`src/rtl/pll_reset_seq.sv`:
```
// PLL reset sequencer: pulses the PLL reset and waits for a stable lock before releasing
// the system reset. It retries when a lock attempt times out and latches FAIL once the retries run out.
module pll_reset_seq #(
    parameter int RST_PULSE_CYC    = 64,
    parameter int LOCK_STABLE_CYC  = 1024,
    parameter int LOCK_TIMEOUT_CYC = 1048576,
    parameter int MAX_RETRIES      = 3
) (
    input  logic       clk_74a,
    input  logic       reset_n,
    input  logic       pll_locked,
    input  logic       relock_req,
    output logic       pll_rst,
    output logic       sys_reset_n,
    output logic       pll_ok,
    output logic       fail,
    output logic [3:0] retry_count,
    output logic [7:0] lock_loss_count
);

    localparam int MAX_AB  = (RST_PULSE_CYC > LOCK_STABLE_CYC) ? RST_PULSE_CYC : LOCK_STABLE_CYC;
    localparam int CNT_MAX = (MAX_AB > LOCK_TIMEOUT_CYC) ? MAX_AB : LOCK_TIMEOUT_CYC;
    localparam int CNT_W   = $clog2(CNT_MAX + 1);

    typedef enum logic [2:0] {
        RESET_PLL,
        WAIT_LOCK,
        STABILIZE,
        RUN,
        FAIL
    } state_t;

    state_t           state;
    state_t           state_next;
    logic [CNT_W-1:0] cnt;
    logic             sync_meta;
    logic             locked_s;
    logic [3:0]       retry_next;
    logic [7:0]       loss_next;

    always_ff @(posedge clk_74a or negedge reset_n) begin
        if (!reset_n) begin
            sync_meta <= 1'b0;
            locked_s  <= 1'b0;
        end else begin
            sync_meta <= pll_locked;
            locked_s  <= sync_meta;
        end
    end

    always_comb begin
        state_next = state;
        retry_next = retry_count;
        loss_next  = lock_loss_count;
        case (state)
            RESET_PLL: begin
                if (cnt == CNT_W'(RST_PULSE_CYC - 1)) state_next = WAIT_LOCK;
            end
            WAIT_LOCK: begin
                if (locked_s) begin
                    state_next = STABILIZE;
                end else if (cnt == CNT_W'(LOCK_TIMEOUT_CYC - 1)) begin
                    if (int'(retry_count) < MAX_RETRIES) begin
                        state_next = RESET_PLL;
                        if (retry_count != 4'hF) retry_next = retry_count + 4'd1;
                    end else begin
                        state_next = FAIL;
                    end
                end
            end
            STABILIZE: begin
                // Any dropout restarts the wait with a fresh timeout but costs no retry
                if (!locked_s) begin
                    state_next = WAIT_LOCK;
                end else if (cnt == CNT_W'(LOCK_STABLE_CYC - 1)) begin
                    state_next = RUN;
                    retry_next = 4'd0;
                end
            end
            RUN: begin
                if (!locked_s || relock_req) begin
                    state_next = RESET_PLL;
                    retry_next = 4'd0;
                    if (!locked_s && lock_loss_count != 8'hFF) loss_next = lock_loss_count + 8'd1;
                end
            end
            FAIL: begin
                if (relock_req) begin
                    state_next = RESET_PLL;
                    retry_next = 4'd0;
                end
            end
            default: state_next = RESET_PLL;
        endcase
    end

    // Outputs decode the next state so they line up exactly with the registered state
    always_ff @(posedge clk_74a or negedge reset_n) begin
        if (!reset_n) begin
            state           <= RESET_PLL;
            cnt             <= '0;
            pll_rst         <= 1'b1;
            sys_reset_n     <= 1'b0;
            pll_ok          <= 1'b0;
            fail            <= 1'b0;
            retry_count     <= 4'd0;
            lock_loss_count <= 8'd0;
        end else begin
            state           <= state_next;
            retry_count     <= retry_next;
            lock_loss_count <= loss_next;
            if (state_next != state) begin
                cnt <= '0;
            end else if (cnt != CNT_W'(CNT_MAX)) begin
                cnt <= cnt + 1'b1;
            end
            pll_rst     <= (state_next == RESET_PLL) || (state_next == FAIL);
            sys_reset_n <= (state_next == RUN);
            pll_ok      <= (state_next == RUN);
            fail        <= (state_next == FAIL);
        end
    end

endmodule

```
`config.mk`:
```
export PLATFORM = sky130hd
export DESIGN_NAME = pll_reset_seq
export DESIGN_NICKNAME = d
export VERILOG_FILES = /design/src/rtl/pll_reset_seq.sv
export SDC_FILE = /design/constraint.sdc
export NUM_CORES = 1
export LEC_CHECK = 0
export CAP_MARGIN = 5
export CORE_ASPECT_RATIO = 0.7
export CORE_UTILIZATION = 61
export CTS_CLUSTER_DIAMETER = 200
export DETAILED_ROUTE_END_ITERATION = 10
export GPL_TIMING_DRIVEN = 1
export PLACE_DENSITY = 0.93
export SLEW_MARGIN = 15
export SYNTH_ARGS = -nofsm -noshare
export SYNTH_HDL_FRONTEND = slang
export SYNTH_SLANG_ARGS = --single-unit
```
`constraint.sdc`:
```
create_clock -name clk_74a -period 3 [get_ports clk_74a]
set_input_delay 0.6 -clock clk_74a [delete_from_list [all_inputs] [get_ports clk_74a]]
set_output_delay 0.6 -clock clk_74a [all_outputs]
set_load 0.01 [all_outputs]
```
==> run_results.csv <==
group,metric,value,unit
outcome,status,"completed",
synth,synth_enable_flop_cells,0,
pwr,max-vdd-ir-drop,0.365,mV
pwr,p_int,0.836,mW
clock_network,clk_path_buf_depth,2,
global_route,use_met3,0.0601,
sta,hold_ws,0.353,ns
floorplan,start_util,0.659,
global_route,grt_max_degree,42,
floorplan,core,3250,sq um
floorplan,fp.dieW,72.9,um
setup_path,required,3.16,ns
sta,tightestPinTransition,0.874,ns
floorplan,io_pins,20,
global_route,use_met2,0.369,
synth,synth.area.top_cells,"dfrtp_1 47%, xor2_1 6.5%, nor3_1 4.2%",
global_route,grt_pass1_wl,7370,um
place,hpwl,3070,um
sta,hold_viol,0,
layout,n_antenna_cell,0,
detailed_routing,drtIter0Drc,155,
global_route,grt_usage,0.268,
min_path,min_path_type,"flop to flop",
detailed_routing,firstDrtPassIters,4,
clock_network,htree_levels,2,
setup_path,reg2reg_from,"cnt[1]",
global_route,first_global_vias,1538,
clock_network,cts_repair_resize_count,0,
sta,min_period,2.36,ns
detailed_routing,wl_per_cell,15.6,um
pwr,power,1.12,mW
layout,nets,240,
layout,syn_to_final_growth,13.4,%
global_route,grt_util_met1,0.400,
setup_path,end_kind,"flop",
pwr,power_density,460,nW/um^2
layout,layout-drive-gt1-share,0.0730,
detailed_routing,drc,0,
sta,setup_viol,0,
min_path,hold_path_end,"locked_s",
place,place_congestion,0.926,
floorplan,die_h,51.6,um
job,maxCapViolCount,0,
global_route,grt-ovfl-total,0,
detailed_routing,num_vias,1674,
floorplan,row_count,17,
sta,max_slew_margin,0.417,
global_route,antenna_found_initial,0,
synth,synth_ff_type,"dfrtp_1",
synth,ys_warn_count,0,
sta,fmax,0.424,GHz
detailed_routing,drt_wl_total,4370,um
synth,avgSynthCellArea,9.98,sq um
setup_path,cp.arrival,2.52,ns
clock_network,postCtsHoldBufs,0,
global_route,top_usage_layer,"met1",
sta,rsz0062_at_grt,"false",
min_path,hp-start,"sync_meta",
clock_network,path_clk_slew,0.07,ns
pwr,clkPwrFrac,0.347,
synth,synth_nets,223,
synth,yosysSeqAreaShare,0.479,
synth,async_reset_ff_frac,1.00,
setup_path,ff2ff_setup_slack,0.64,ns
pwr,swShare,0.254,
synth,synth_top_cell_by_area,"dfrtp_1",
sta,drv_slew,0,
clock_network,cts_buffers,5,
detailed_routing,via_per_inst,5.98,
pwr,seq_power_share,0.562,
sta,final.period_utilization,0.786,
clock_network,numClockSinks,41,
setup_path,start_kind,"flop",
pwr,pwr-share-comb,0.091,
layout,final_cells,280,
detailed_routing,postRouteAntennaNets,0,
clock_network,cts_tree,"built",
clock_network,cts_setup_buffers,0,
place,place.port_buffers,19,
sta,finClkSkew,0.00864,ns
setup_path,reg2regPathDepth,6,
min_path,min_delay_path_depth,0,
clock_network,clk_latency,0.30,ns
sta,fin_tns_setup,0,ns
synth,yosys_register_bits,41,
synth,synthCells,215,
clock_network,clockRootBuffer,"clkbuf_8",
synth,synth_area,2150,sq um
synth,yosysTopAreaCellShare,0.466,
pwr,p_switching,0.285,mW
setup_path,path_max_fanout,21,
synth,ys_types,44,
floorplan,die_area,3760,sq um
setup_path,path_class,"flop to flop",
place,dp_cells,272,
pwr,p_leak,1.08,nW
setup_path,timing.rr.end,"cnt[3]",
## worst max path at each step
| stage | from | endpoint | slack (ns) | cells after the start |
|---|---|---|---|---|
| 2_1_floorplan | cnt[1] | retry_count[0] | 0.97 | 7 |
| 3_3_place_gp | relock_req | cnt[10] | 0.75 | 6 |
| 3_5_place_dp | relock_req | cnt[20] | 0.63 | 6 |
| 4_1_cts | cnt[1] | cnt[3] | 0.66 | 6 |
| 5_1_grt | cnt[1] | cnt[3] | 0.52 | 6 |
| 6_report | cnt[1] | cnt[3] | 0.64 | 6 |
## final cells by class
class	count	area [sq um]
Multi-Input combinational cell	158	1030
Inverter	7	26.3
Clock buffer	7	96.3
Tap cell	47	58.8
Timing Repair Buffer	19	185
Sequential cell	41	1030
Fill cell	242	821
Clock inverter	1	5.00
## state kept, by name, indices dropped and copies added (netlist names)
register,flops
lock_loss_count,8
retry_count,4
locked_s,1
pll_rst,1
fail,1
state,3
sync_meta,1
cnt,21
pll_ok,1
## layout by cell type, fill, tap and decap left out, drive strengths merged, types with 2 or more instances in the layout
cell type and instances:
dfrtp 40, nor2 20, nor3 18, clkdlybuf4s50 18
xor2 16, nand2 15, nand3 10, xnor2 10
and4 9, nand4 9, inv 7, clkbuf 7
nor4 5, nor2b 5, a21oi 4, ha 4
o31ai 3, o21ai 3, nand4b 2, and2 2
mux2 2, nand2b 2, mux2i 2, or3b 2
## cell usage after synthesis (all sizes together) (3+ instances only)
cell type and number:
dfrtp 40, a21oi 4, ha 4, nor4 5, and4 9, xnor2 10, nor2 20, nand3 10
clkbuf 4, buf 5, o21ai 3, nor2b 5, nor3 18, xor2 16, inv 7, nand4 9
nand2 15, o31ai 3
## cells by family after synthesis
family / after synthesis / share of synthesized area
xor+xnor: 26 / 0.106
fa+ha+maj: 4 / 0.0233
flops: 41 / 0.479
buf+inv: 16 / 0.0391
compound gates: 20 / 0.0659
mux: 4 / 0.0198
simple gates: 104 / 0.267
## power by group through the flow
stage	logic (mW)	clock network (mW)	registers (mW)
after global placement	0.0949	0	0.637
after floorplan	0.0913	0	0.617
after global routing	0.120	0.414	0.634
final	0.102	0.389	0.630
after CTS	0.102	0.397	0.628
after detailed placement	0.102	0	0.637
## critical path: stages, from the launching register on
cell and delay, ns:
dfrtp_1 0.43, ha_1 0.23, and4_1 0.35, nand4b_1 0.21
or4_1 0.55, nand2_2 0.34, nor3_1 0.11
## per-stage QoR
| step | setup WS, ns | cell area (sq um) | util |
|---|---|---|---|
| 6_report | 0.641 | 2430 | 0.748 |
| 5_1_grt | 0.519 | 2430 | 0.748 |
| 4_1_cts | 0.656 | 2430 | 0.748 |
| 3_5_place_dp | 0.627 | 2330 | 0.717 |
| 3_3_place_gp | 0.747 | 2330 | 0.717 |
| 2_1_floorplan | 0.971 | 2150 | - |
## per-layer routing
metal	share of wire	routed length (um)
met3	0.047	207
met2	0.43	1870
met5	0	0
met1	0.50	2180
met4	0.025	110
(Power assumes the default switching activity.)
